`src/rtl/fetch_unit.sv`:
```
// Instruction fetch stage: holds the PC, issues single-outstanding fetches, presents words to decode.
// Optional FETCH_CNT_EN adds a saturating accepted-instruction counter on o_instr_count.
module fetch_unit #(
    parameter int unsigned           PC_W     = 16,
    parameter int unsigned           INSTR_W  = 16,
    parameter logic [PC_W-1:0]       RESET_PC = '0
) (
    input  logic               clk,
    input  logic               rst_n,
    output logic               o_imem_req,
    output logic [PC_W-1:0]    o_imem_addr,
    input  logic               i_imem_ack,
    input  logic [INSTR_W-1:0] i_imem_rdata,
    output logic [INSTR_W-1:0] o_instr,
    output logic               o_instr_valid,
    output logic [PC_W-1:0]    o_pc_plus2,
    input  logic               i_dec_ready,
    input  logic               i_redirect,
    input  logic [PC_W-1:0]    i_redirect_pc,
    input  logic               i_halt,
    input  logic               i_err,
    output logic               o_halted,
`ifdef FETCH_CNT_EN
    output logic [15:0]        o_instr_count,
`endif
    output logic               o_err_halt
);

    typedef enum logic [1:0] {StIdle, StFetch, StHold, StHalted} state_e;

    localparam logic [INSTR_W-1:0] NopInstr = INSTR_W'(16'h0800);

    state_e             r_state, w_state_d;
    logic [PC_W-1:0]    r_pc, w_pc_d;
    logic [INSTR_W-1:0] r_instr, w_instr_d;
    logic               r_valid, w_valid_d;
    logic               r_squash, w_squash_d;
    logic [PC_W-1:0]    r_target, w_target_d;
    logic               r_halted, w_halted_d;
    logic               r_err_halt, w_err_halt_d;
    logic               w_req;
    logic               w_accept;
    logic [PC_W-1:0]    w_pc_plus2;

    assign w_pc_plus2 = r_pc + PC_W'(2);

    always_comb begin
        w_state_d    = r_state;
        w_pc_d       = r_pc;
        w_instr_d    = r_instr;
        w_valid_d    = r_valid;
        w_squash_d   = r_squash;
        w_target_d   = r_target;
        w_halted_d   = r_halted;
        w_err_halt_d = r_err_halt;
        w_req        = 1'b0;
        w_accept     = 1'b0;
        case (r_state)
            StIdle: w_state_d = StFetch;
            StFetch: begin
                w_req = 1'b1;
                if (i_imem_ack) begin
                    if (i_redirect) begin
                        w_pc_d     = i_redirect_pc;
                        w_squash_d = 1'b0;
                    end else if (r_squash) begin
                        w_pc_d     = r_target;
                        w_squash_d = 1'b0;
                    end else begin
                        w_instr_d = i_imem_rdata;
                        w_valid_d = 1'b1;
                        w_state_d = StHold;
                    end
                end else if (i_redirect) begin
                    // Request stays on the bus; its data is dropped when the ack arrives.
                    w_squash_d = 1'b1;
                    w_target_d = i_redirect_pc;
                end
            end
            StHold: begin
                if (i_halt || i_err) begin
                    w_valid_d    = 1'b0;
                    w_halted_d   = 1'b1;
                    w_err_halt_d = i_err;
                    w_state_d    = StHalted;
                end else if (i_redirect) begin
                    w_pc_d    = i_redirect_pc;
                    w_valid_d = 1'b0;
                    w_accept  = 1'b1;
                    w_state_d = StFetch;
                end else if (i_dec_ready) begin
                    w_pc_d    = w_pc_plus2;
                    w_valid_d = 1'b0;
                    w_accept  = 1'b1;
                    w_state_d = StFetch;
                end
            end
            StHalted: w_state_d = StHalted;
            default:  w_state_d = StIdle;
        endcase
    end

    always_ff @(posedge clk or negedge rst_n) begin
        if (!rst_n) begin
            r_state    <= StIdle;
            r_pc       <= RESET_PC;
            r_instr    <= NopInstr;
            r_valid    <= 1'b0;
            r_squash   <= 1'b0;
            r_target   <= RESET_PC;
            r_halted   <= 1'b0;
            r_err_halt <= 1'b0;
        end else begin
            r_state    <= w_state_d;
            r_pc       <= w_pc_d;
            r_instr    <= w_instr_d;
            r_valid    <= w_valid_d;
            r_squash   <= w_squash_d;
            r_target   <= w_target_d;
            r_halted   <= w_halted_d;
            r_err_halt <= w_err_halt_d;
        end
    end

`ifdef FETCH_CNT_EN
    logic [15:0] r_count;

    always_ff @(posedge clk or negedge rst_n) begin
        if (!rst_n) begin
            r_count <= 16'h0000;
        end else if (w_accept && (r_count != 16'hFFFF)) begin
            r_count <= r_count + 16'd1;
        end
    end

    assign o_instr_count = r_count;
`endif

    assign o_imem_req    = w_req;
    assign o_imem_addr   = r_pc;
    assign o_instr       = r_instr;
    assign o_instr_valid = r_valid;
    assign o_pc_plus2    = w_pc_plus2;
    assign o_halted      = r_halted;
    assign o_err_halt    = r_err_halt;

endmodule

```
`config.mk`:
```
export PLATFORM = sky130hd
export DESIGN_NAME = fetch_unit
export DESIGN_NICKNAME = d
export VERILOG_FILES = /design/src/rtl/fetch_unit.sv
export SDC_FILE = /design/constraint.sdc
export NUM_CORES = 1
export LEC_CHECK = 0
export CAP_MARGIN = 20
export CORE_ASPECT_RATIO = 0.7
export CORE_MARGIN = 2
export CORE_UTILIZATION = 42
export DETAILED_ROUTE_END_ITERATION = 10
export PLACE_DENSITY = 0.82
export SKIP_LAST_GASP = 1
export SLEW_MARGIN = 20
export SYNTH_ARGS = -nofsm -noshare
export SYNTH_HDL_FRONTEND = slang
export SYNTH_SLANG_ARGS = --single-unit
```
`constraint.sdc`:
```
create_clock -name clk -period 1.7 [get_ports clk]
set_clock_uncertainty 0.2 [all_clocks]
set_input_delay 0.34 -clock clk [delete_from_list [all_inputs] [get_ports clk]]
set_output_delay 0.34 -clock clk [all_outputs]
set_load 0.02 [all_outputs]
```
== Yosys cells after proc, flatten, opt, wreduce, memory -nomap -nowiden ==
Cells that the tools add are included.

* Register bits: 54
* Input bits: 39
* Output and inout bits: 52
* Logic and storage cells: 57

* Add/subtract/negate cells: 1
* Equal/unequal tests: 10
* Mux-type cells: 24
* Bitwise logic cells: 3
* Reductions and logical operators: 11

{| class="wikitable"
|+ Operators by type and width
! kind !! count
|-
| 2-to-1 mux 16 bit || 6
|-
| one-hot mux 16 bit (2 select lines) || 1
|-
| adder 16 x 2 -> 16 bit (second input constant) || 1
|-
| 2-to-1 mux 2 bit || 6
|-
| AND reduction 5 bit || 2
|-
| 2-to-1 mux 1 bit || 9
|-
| inequality test 2 bit (second input constant) || 4
|-
| one-hot mux 2 bit (4 select lines) || 1
|-
| AND reduction 4 bit || 2
|-
| inequality test 3 bit (second input constant) || 2
|-
| == test 2 bit (second input constant) || 2
|-
| inequality test 4 bit (second input constant) || 1
|-
| AND reduction 2 bit || 2
|-
| nonzero test 2 bit || 2
|-
| NOT 1 bit || 3
|-
| AND reduction 3 bit || 1
|-
| == test 2 x 1 -> 1 bit (second input constant) || 1
|-
| zero test 2 bit || 1
|-
| one-hot mux 1 bit (2 select lines) || 1
|-
| logical OR 1 bit || 1
|}

== Depth between registers and ports, before layout ==
* Depth after elaboration: 5
* Depth in mapped cells: 7
* Depth with buffers taken out: 5

== Worst setup path after synthesis ==
OpenSTA, ideal clock, no wires.

* Path kind: register -> output
* Start point: register r_pc[1], in the netlist o_imem_addr[1]
* End point: output o_pc_plus2[15]
* Data arrival time: 1.705 ns
* Data required time: 1.160 ns
* Path slack: -0.545 ns
* Cell stages (with the launch flop): 5
* Path buffers: 0
* Cells stage by stage: dfrtp_1 > ha_1 > nand2_1 > nor4_2 > xor2_1

* Longest elaborated chain between the ends: 1

{| class="wikitable"
|+ Ends and longest elaborated chain
! element !! line !! source
|-
| start, declared || 34 || <nowiki>logic [PC_W-1:0] r_pc, w_pc_d;</nowiki>
|-
| start signal, assigned || 115 || <nowiki>r_pc <= w_pc_d;</nowiki>
|-
| adder 16 x 2 -> 16 bit || 45 || <nowiki>assign w_pc_plus2 = r_pc + PC_W'(2);</nowiki>
|-
| end, declared || 16 || <nowiki>output logic [PC_W-1:0] o_pc_plus2,</nowiki>
|}

Every way passes these cells.

== Worst setup path after layout ==
Ends and elaborated chain as after synthesis.

==> impl_metrics.csv <==
group,metric,value,unit
run_status,status,"finished with violations",
run_status,violations,"setup timing",
routing,num_vias,3172,
clock_tree,clkTransAtPathRegs,0.11,ns
power,p_int,4.79,mW
synthesis,synth.avg_cell_area,10.9,µm²
floorplanning,coreArea,6370,µm²
synthesis,synth-adder-area-share,0.00442,
synthesis,ys_types,47,
finish,fin_nets,485,
floorplanning,initial_utilization,0.445,
timing,slew_headroom,0.716,
placement,placed_area,4400,µm²
timing,setup_tns,-17.01,ns
finish,fin_area,5610,µm²
global_route,antenna_found_initial,0,
power,clkPwrFrac,0.111,
timing,rsz0062_at_grt,"true",
clock_tree,clock-sinks,54,
synthesis,synth_nets,300,
placement,place.gp.congestion,0.840,
critical_path,worst-path-max-fanout,3,
timing,finalCriticalPeriod,2.27,ns
timing,drv_slew,0,
timing,fin_ws,-0.567,ns
critical_path,worstSetupStartpointType,"register",
synthesis,synth_xor_area_frac,0.0402,
clock_tree,clockRootBuffer,"clkbuf_8",
placement,port-buffer-count,90,
routing,vias_per_cell,5.91,
synthesis,async_reset_ff_frac,1.00,
power,p_leak,2.58,nW
finish,syn_to_final_growth,98.0,%
critical_path,cp.arrival,1.73,ns
clock_tree,cts_buffer_depth,2,
synthesis,synth_top_area_share,0.468,
synthesis,synthTopCellsByArea,"dfrtp_1 47%, mux2_2 13%, o21ai_0 3.4%",
synthesis,synth_top_family_by_area,"compound AO/OA/AOI/OAI gates",
routing,dr.pass1.iters,5,
finish,drive_above_1_share,0.605,
floorplanning,die_h,72.7,µm
synthesis,yosys.area.top_type,"dfrtp_1",
floorplanning,die_x,102,µm
synthesis,syn_inst,260,
synthesis,synth_seq_cells,54,
routing,routed_wl,13300,µm
critical_path,endpoint_kind,"output pin",
synthesis,synth_compound_area_frac,0.150,
clock_tree,cts_tree,"yes",
power,p_seq_frac,0.295,
global_route,grt_pass1_vias,3052,
power,peakVddDrop,1.09,mV
synthesis,yosysSeqAreaShare,0.477,
power,switching_share,0.410,
global_route,grt_max_degree,55,
global_route,grt_pass1_wl,17000,µm
timing,post-route-period-util,1.33,
global_route,grt_usage,0.304,
finish,n_fill_cell,272,
finish,fin_cells,537,
placement,dp.cells,478,
synthesis,synth.mux.area_fraction,0.138,
clock_tree,numCtsBuffers,5,
routing,drt.antenna.violating_nets,0,
timing,tightest_slew,0.421,ns
global_route,overflow,0,
placement,post-dp-hpwl,5950,µm
power,comb_power_share,0.593,
timing,hold_viol,0,
synthesis,synth_edf_count,0,
routing,drt_iter0_markers,233,
clock_tree,htree_levels,2,
floorplanning,die_area,7430,µm²
floorplanning,pin_count,91,
finish,diodes,0,
timing,setup_violations,72,
timing,fmax,441,MHz
synthesis,yosys_warnings,0,
power,power.density,1450,nW/µm²
routing,wl_per_cell,24.8,µm
clock_tree,clock_latency,0.32,ns
synthesis,synth_area,2830,µm²
floorplanning,fp-row-count,24,
routing,drcViolationCount,0,
flow_run,cap_violations,0,
critical_path,crit_type,"reg -> out",
critical_path,cp.required,1.16,ns
synthesis,synth_ff_type,"dfrtp_1",
hold_path,min_path_type,"in -> reg",
power,p_sw,3.33,mW
synthesis,synthSimpleGateAreaFrac,0.146,
timing repair:
action | CTS | global route
resized for setup | 250 | 101
setup buffers | 27 | 26
hold endpoints to repair | 53 | 0
pin swaps | 27 | 32
setup endpoints to repair | 91 | 80
hold buffers | 1 | 0
gates cloned | 6 | 0
layer usage:
metal,vias to the layer above,GRT usage,wire length (µm)
met1,1603,0.425,5480
met2,212,0.478,6310
met4,0,0.0904,449
li1,1309,-,-
met5,-,0,0
met3,48,0.0699,1100
layout by cell type, fill, tap and decap left out, types with 8 or more instances in the layout:
cell,netlist,routed
a21oi_2,0,8
buf_4,6,68
buf_6,2,49
clkdlybuf4s50_1,0,34
dfrtp_1,53,41
dfrtp_2,0,12
dlygate4sd2_1,0,23
mux2_4,0,26
nand2_1,17,13
nor2_1,20,9
nor2_4,1,10
cell type report:
type	count	area [µm²]	share of cell area
flip-flops and latches	54	1370	0.244
clock buffers	7	76.3	0.0136
inverters	4	15.0	0.00268
repair buffers	195	1890	0.337
clock inverters	1	30.0	0.00535
multi-input cells	185	2120	0.377
well taps	91	114	0.0203
power groups by stage:
stage	sequential, mW	combinational (mW)	clock [mW]
floorplan	2.88	1.30	0
global placement	2.27	3.69	0
detailed placement	2.31	3.77	0
CTS	2.29	3.95	0.877
global route	2.43	4.99	0.958
finish	2.40	4.82	0.904
through the flow:
step | hold WS [ns] | power (mW) | setup slack (ns) | utilization
3_3_place_gp | 0.157 | 5.95 | -0.635 | 0.691
4_1_cts | 0.226 | 7.12 | -0.511 | 0.806
6_report | 0.213 | 8.12 | -0.567 | 0.881
5_1_grt | 0.240 | 8.38 | -0.639 | 0.881
2_1_floorplan | -0.156 | 4.18 | -0.257 | -
3_5_place_dp | 0.162 | 6.08 | -0.654 | 0.691
synthesized netlist by cell type, types with 2 or more instances:
master     number
dfrtp_1        53
mux2_2         33
nor2_1         20
o21ai_0        19
nand2_1        17
a21oi_1        15
o2bb2ai_1       9
xor2_1          9
nand3_1         8
buf_4           6
buf_2           5
nand2b_1        5
nor3_1          5
a221oi_1        4
inv_1           4
nor3b_1         4
xnor2_1         4
nor4_2          3
a31oi_1         2
buf_1           2
buf_6           2
mux2i_1         2
nand3b_1        2
nand4_1         2
nor2b_1         2
o211ai_1        2
kinds of logic after synthesis:
family / count (synthesis)
and+or+nand+nor: 75
AOI/OAI and AO/OA: 61
DFF: 54
muxes: 35
buffers and inverters: 21
xor gates and xnor gates: 13
adders and majority gates: 1
worst paths after layout:
| check | startpoint | cells after the start | slack (ns) | endpoint |
|---|---|---|---|---|
| min in group asynchronous | rst_n | 3 | 0.36 | r_target[4]$_DFFE_PN0P_ |
| max in group asynchronous | rst_n | 3 | 0.65 | o_instr[11]$_DFFE_PN1P_ |
| setup / recovery | o_imem_addr[1]$_DFFE_PN0P_ | 5 | -0.57 | o_pc_plus2[15] |
| setup reg to reg | r_state[0]$_DFFE_PN0P_ | 8 | -0.32 | o_imem_addr[7]$_DFFE_PN0P_ |
| hold reg to reg | o_instr[5]$_DFFE_PN0P_ | 1 | 0.31 | o_instr[5]$_DFFE_PN0P_ |
| hold / removal | i_err | 2 | 0.21 | o_err_halt$_DFFE_PN0P_ |
sequential cells by signal (all words and copies together), names as in the netlist:
signal / count
o_imem_addr: 16
o_instr: 16
r_target: 16
r_state: 2
o_err_halt: 1
o_halted: 1
o_instr_valid: 1
r_squash: 1
worst max-delay path: stages (launching register included):
cell	delay, ns
dfrtp_2	0.44
ha_4	0.18
nand2_4	0.09
nor4_4	0.36
xor2_2	0.21
buf_6	0.14
Power figures use the tool's default switching activity.
==> RTL change (config.mk and constraints unchanged) <==
The option `FETCH_CNT_EN` is turned on by a define.
--- a/src/rtl/fetch_unit.sv
+++ b/src/rtl/fetch_unit.sv
@@ -1,5 +1,7 @@
 // Instruction fetch stage: holds the PC, issues single-outstanding fetches, presents words to decode.
 // Optional FETCH_CNT_EN adds a saturating accepted-instruction counter on o_instr_count.
+`define FETCH_CNT_EN
+
 module fetch_unit #(
     parameter int unsigned           PC_W     = 16,
     parameter int unsigned           INSTR_W  = 16,
Check against the original RTL (old outputs only; new: o_instr_count): equivalent (Yosys induction, for registers that start in step).
==> RTL change against the unedited design <==
The flow still finishes with violations (setup timing); routed wire length increased by 16%; global-route usage rose by 0.59 points; area after synthesis grew 27%; sequential cell count up 16; design area increased by 24%; power rose by 17%; worst setup slack got worse by 72 ps; largest power group unchanged.
==> RTL change: results (changes against the unedited design) <==
global_routing:
  grt_pass1_vias: 4118  # +35%
  grt_max_degree: 71  # +29%
  grt_pass1_wl_um: 21800  # +28%
  grt_usage_pct: 31.0  # +0.59 points
synth:
  synth.distinct_cells: 57  # +21%
  synth_cells: 326  # +25%
  syn_nets: 367  # +22%
  synth_common_cells: "69 x dfrtp_1, 38 x mux2_2, 26 x nand2_1"
  ys_warn_count: 0  # unchanged
  synth.top_cells.by_area: "dfrtp_1 48%, mux2_2 12%, xor2_1 4.1%"
  yosysSeqAreaShare_pct: 48.7  # +0.95 points
power:
  p_leak_nw: 3.21  # +25%
  sw_frac_of_total_pct: 37.8  # -3.3 points
  peakVddDrop_uv: 1030  # -5.9%
worst_setup_path:
  cp_slowest_cell: "dfrtp_2"
  ff2ff_setup_slack_ps: -420  # -100 ps
  r2r_start: "o_imem_addr[7]$_DFFE_PN0P_"
  reg2reg_to: "o_imem_addr[13]$_DFFE_PN0P_"
  r2r_cells: 7  # -1
  crit_path_max_incr_delay_ps: 430
  crit_fanout: 5  # +2
cts:
  insertion_delay_ps: 330
  cts_max_level: 3  # +1
  clock-sinks: 70  # +30%
  cts_root_buf: "clkbuf_16"
  numCtsBuffers: 9  # +4
  clk_pin_slew_worst_paths_ps: 60  # -50 ps
finish:
  fin_cells: 672  # +25%
  clock_area_share_pct: 4.07  # +2.2 points
  buffer_area_share_pct: 30.6  # -3.1 points
  layout-drive-gt1-share_pct: 58.9  # -1.6 points
  n_all_buffers: 234  # +20%
  num-clock-buffers: 15  # +8
  multi_input_area_share_pct: 37.3  # -0.46 points
  final_nets: 603  # +24%
  design_area_mm2: 0.00694  # +24%
  inverters_excl_clock: 8  # +4
  multi_input_cells: 239  # +29%
  fillers: 422  # +55%
  regArea_mm2: 0.00179  # +31%
placed_design:
  port_buffers: 106  # +18%
  place_area_mm2: 0.00580  # +32%
  dp.cells: 618  # +29%
  hpwl_um: 8360  # +40%
  gp_congestion: 0.915  # +9.0%
worst_hold_path:
  hold_class: "flop to flop"
  whs_endpoint: "o_instr[15]$_DFFE_PN0P_"
  whs_path_depth: 1  # -1
  hp-start: "o_instr[15]$_DFFE_PN0P_"
sta:
  finalSetupViolations: 82  # +14%
  hold_ws_ps: 301  # +88.0 ps
  tightest_slew_ps: 435  # +13.8 ps
  setup-tns-final_ps: -16210  # +804 ps
  setup_slack_ps: -639  # -72.2 ps
routing:
  totalWireLength_um: 15400  # +16%
  vias_per_cell: 5.88  # -0.46%
  drt_iter0_markers: 314  # +35%
outcome:
  violations: "setup timing"
  outcome: "complete, but fails checks"
-- RTL change: changes by cell type in the layout (fill, tap and decap cells not counted), sizes merged, moves of 9 or more --
cell,change
a211oi,+9
dfrtp,+16
o21ai,-11
nand2,+12
buf,+24
clkbuf,+10
-- RTL change: kinds of logic (layout without fill, tap and decap cells) --
| kind of cell | count (synthesis) | in the layout | share of synthesized area, % |
|---|---|---|---|
| muxes | 41 | 41 | 12.7 |
| AOI/OAI and AO/OA | 65 | 65 | 12.9 |
| and+or+nand+nor | 104 | 106 | 16.5 |
| DFF | 70 | 70 | 48.7 |
| adders and majority gates | 2 | 2 | 0.695 |
| xor gates and xnor gates | 25 | 25 | 6.08 |
| buffers and inverters | 19 | 258 | 2.40 |
-- RTL change: through the flow --
| stage | utilization (%) | worst slack [ps] |
|---|---|---|
| detailed placement | 69.3 | -733 |
| floorplan | - | -221 |
| global route | 82.9 | -710 |
| global placement | 69.3 | -672 |
| finish | 82.9 | -639 |
| CTS | 80.1 | -578 |
-- RTL change: worst max path at each step --
stage          cells after the start             end                  startpoint
4_1_cts                            5  o_pc_plus2[13]  o_imem_addr[1]$_DFFE_PN0P_
2_1_floorplan                      3  o_pc_plus2[13]  o_imem_addr[4]$_DFFE_PN0P_
3_5_place_dp                       5  o_pc_plus2[13]  o_imem_addr[1]$_DFFE_PN0P_
6_report                           5  o_pc_plus2[13]  o_imem_addr[7]$_DFFE_PN0P_
3_3_place_gp                       5  o_pc_plus2[13]  o_imem_addr[1]$_DFFE_PN0P_
5_1_grt                            5  o_pc_plus2[13]  o_imem_addr[4]$_DFFE_PN0P_
-- RTL change: per-layer routing --
layer,vias up,wire (um),global-route usage (%)
met5,-,0,0
met2,250,7330,50.0
met4,0,792,13.9
met3,78,1190,7.60
li1,1672,-,-
met1,1951,6110,40.2
-- RTL change: power groups by stage --
| stage | registers [mW] | logic [mW] | clock network [mW] |
|---|---|---|---|
| after global placement | 2.71 | 4.20 | 0 |
| after floorplan | 3.36 | 1.52 | 0 |
| after CTS | 2.78 | 4.48 | 1.81 |
| final | 2.87 | 4.87 | 1.79 |
| after global routing | 2.92 | 5.07 | 1.89 |
| after detailed placement | 2.76 | 4.29 | 0 |
-- RTL change: worst max-delay path: cells and delay by family (launching register included) --
| family | cells | cell delay, ps |
|---|---|---|
| buffers and inverters | 2 | 310 |
| and+or+nand+nor | 2 | 590 |
| xor gates and xnor gates | 1 | 140 |
| DFF | 1 | 430 |
-- RTL change: what timing repair did --
item | in CTS | in global routing
pin swaps | 41 | 32
endpoints found under the hold margin | 69 | 0
endpoints found under the setup margin | 132 | 95
resized for setup | 301 | 59
gates cloned | 3 | 0
setup buffers | 26 | 15
hold buffers | 1 | 0
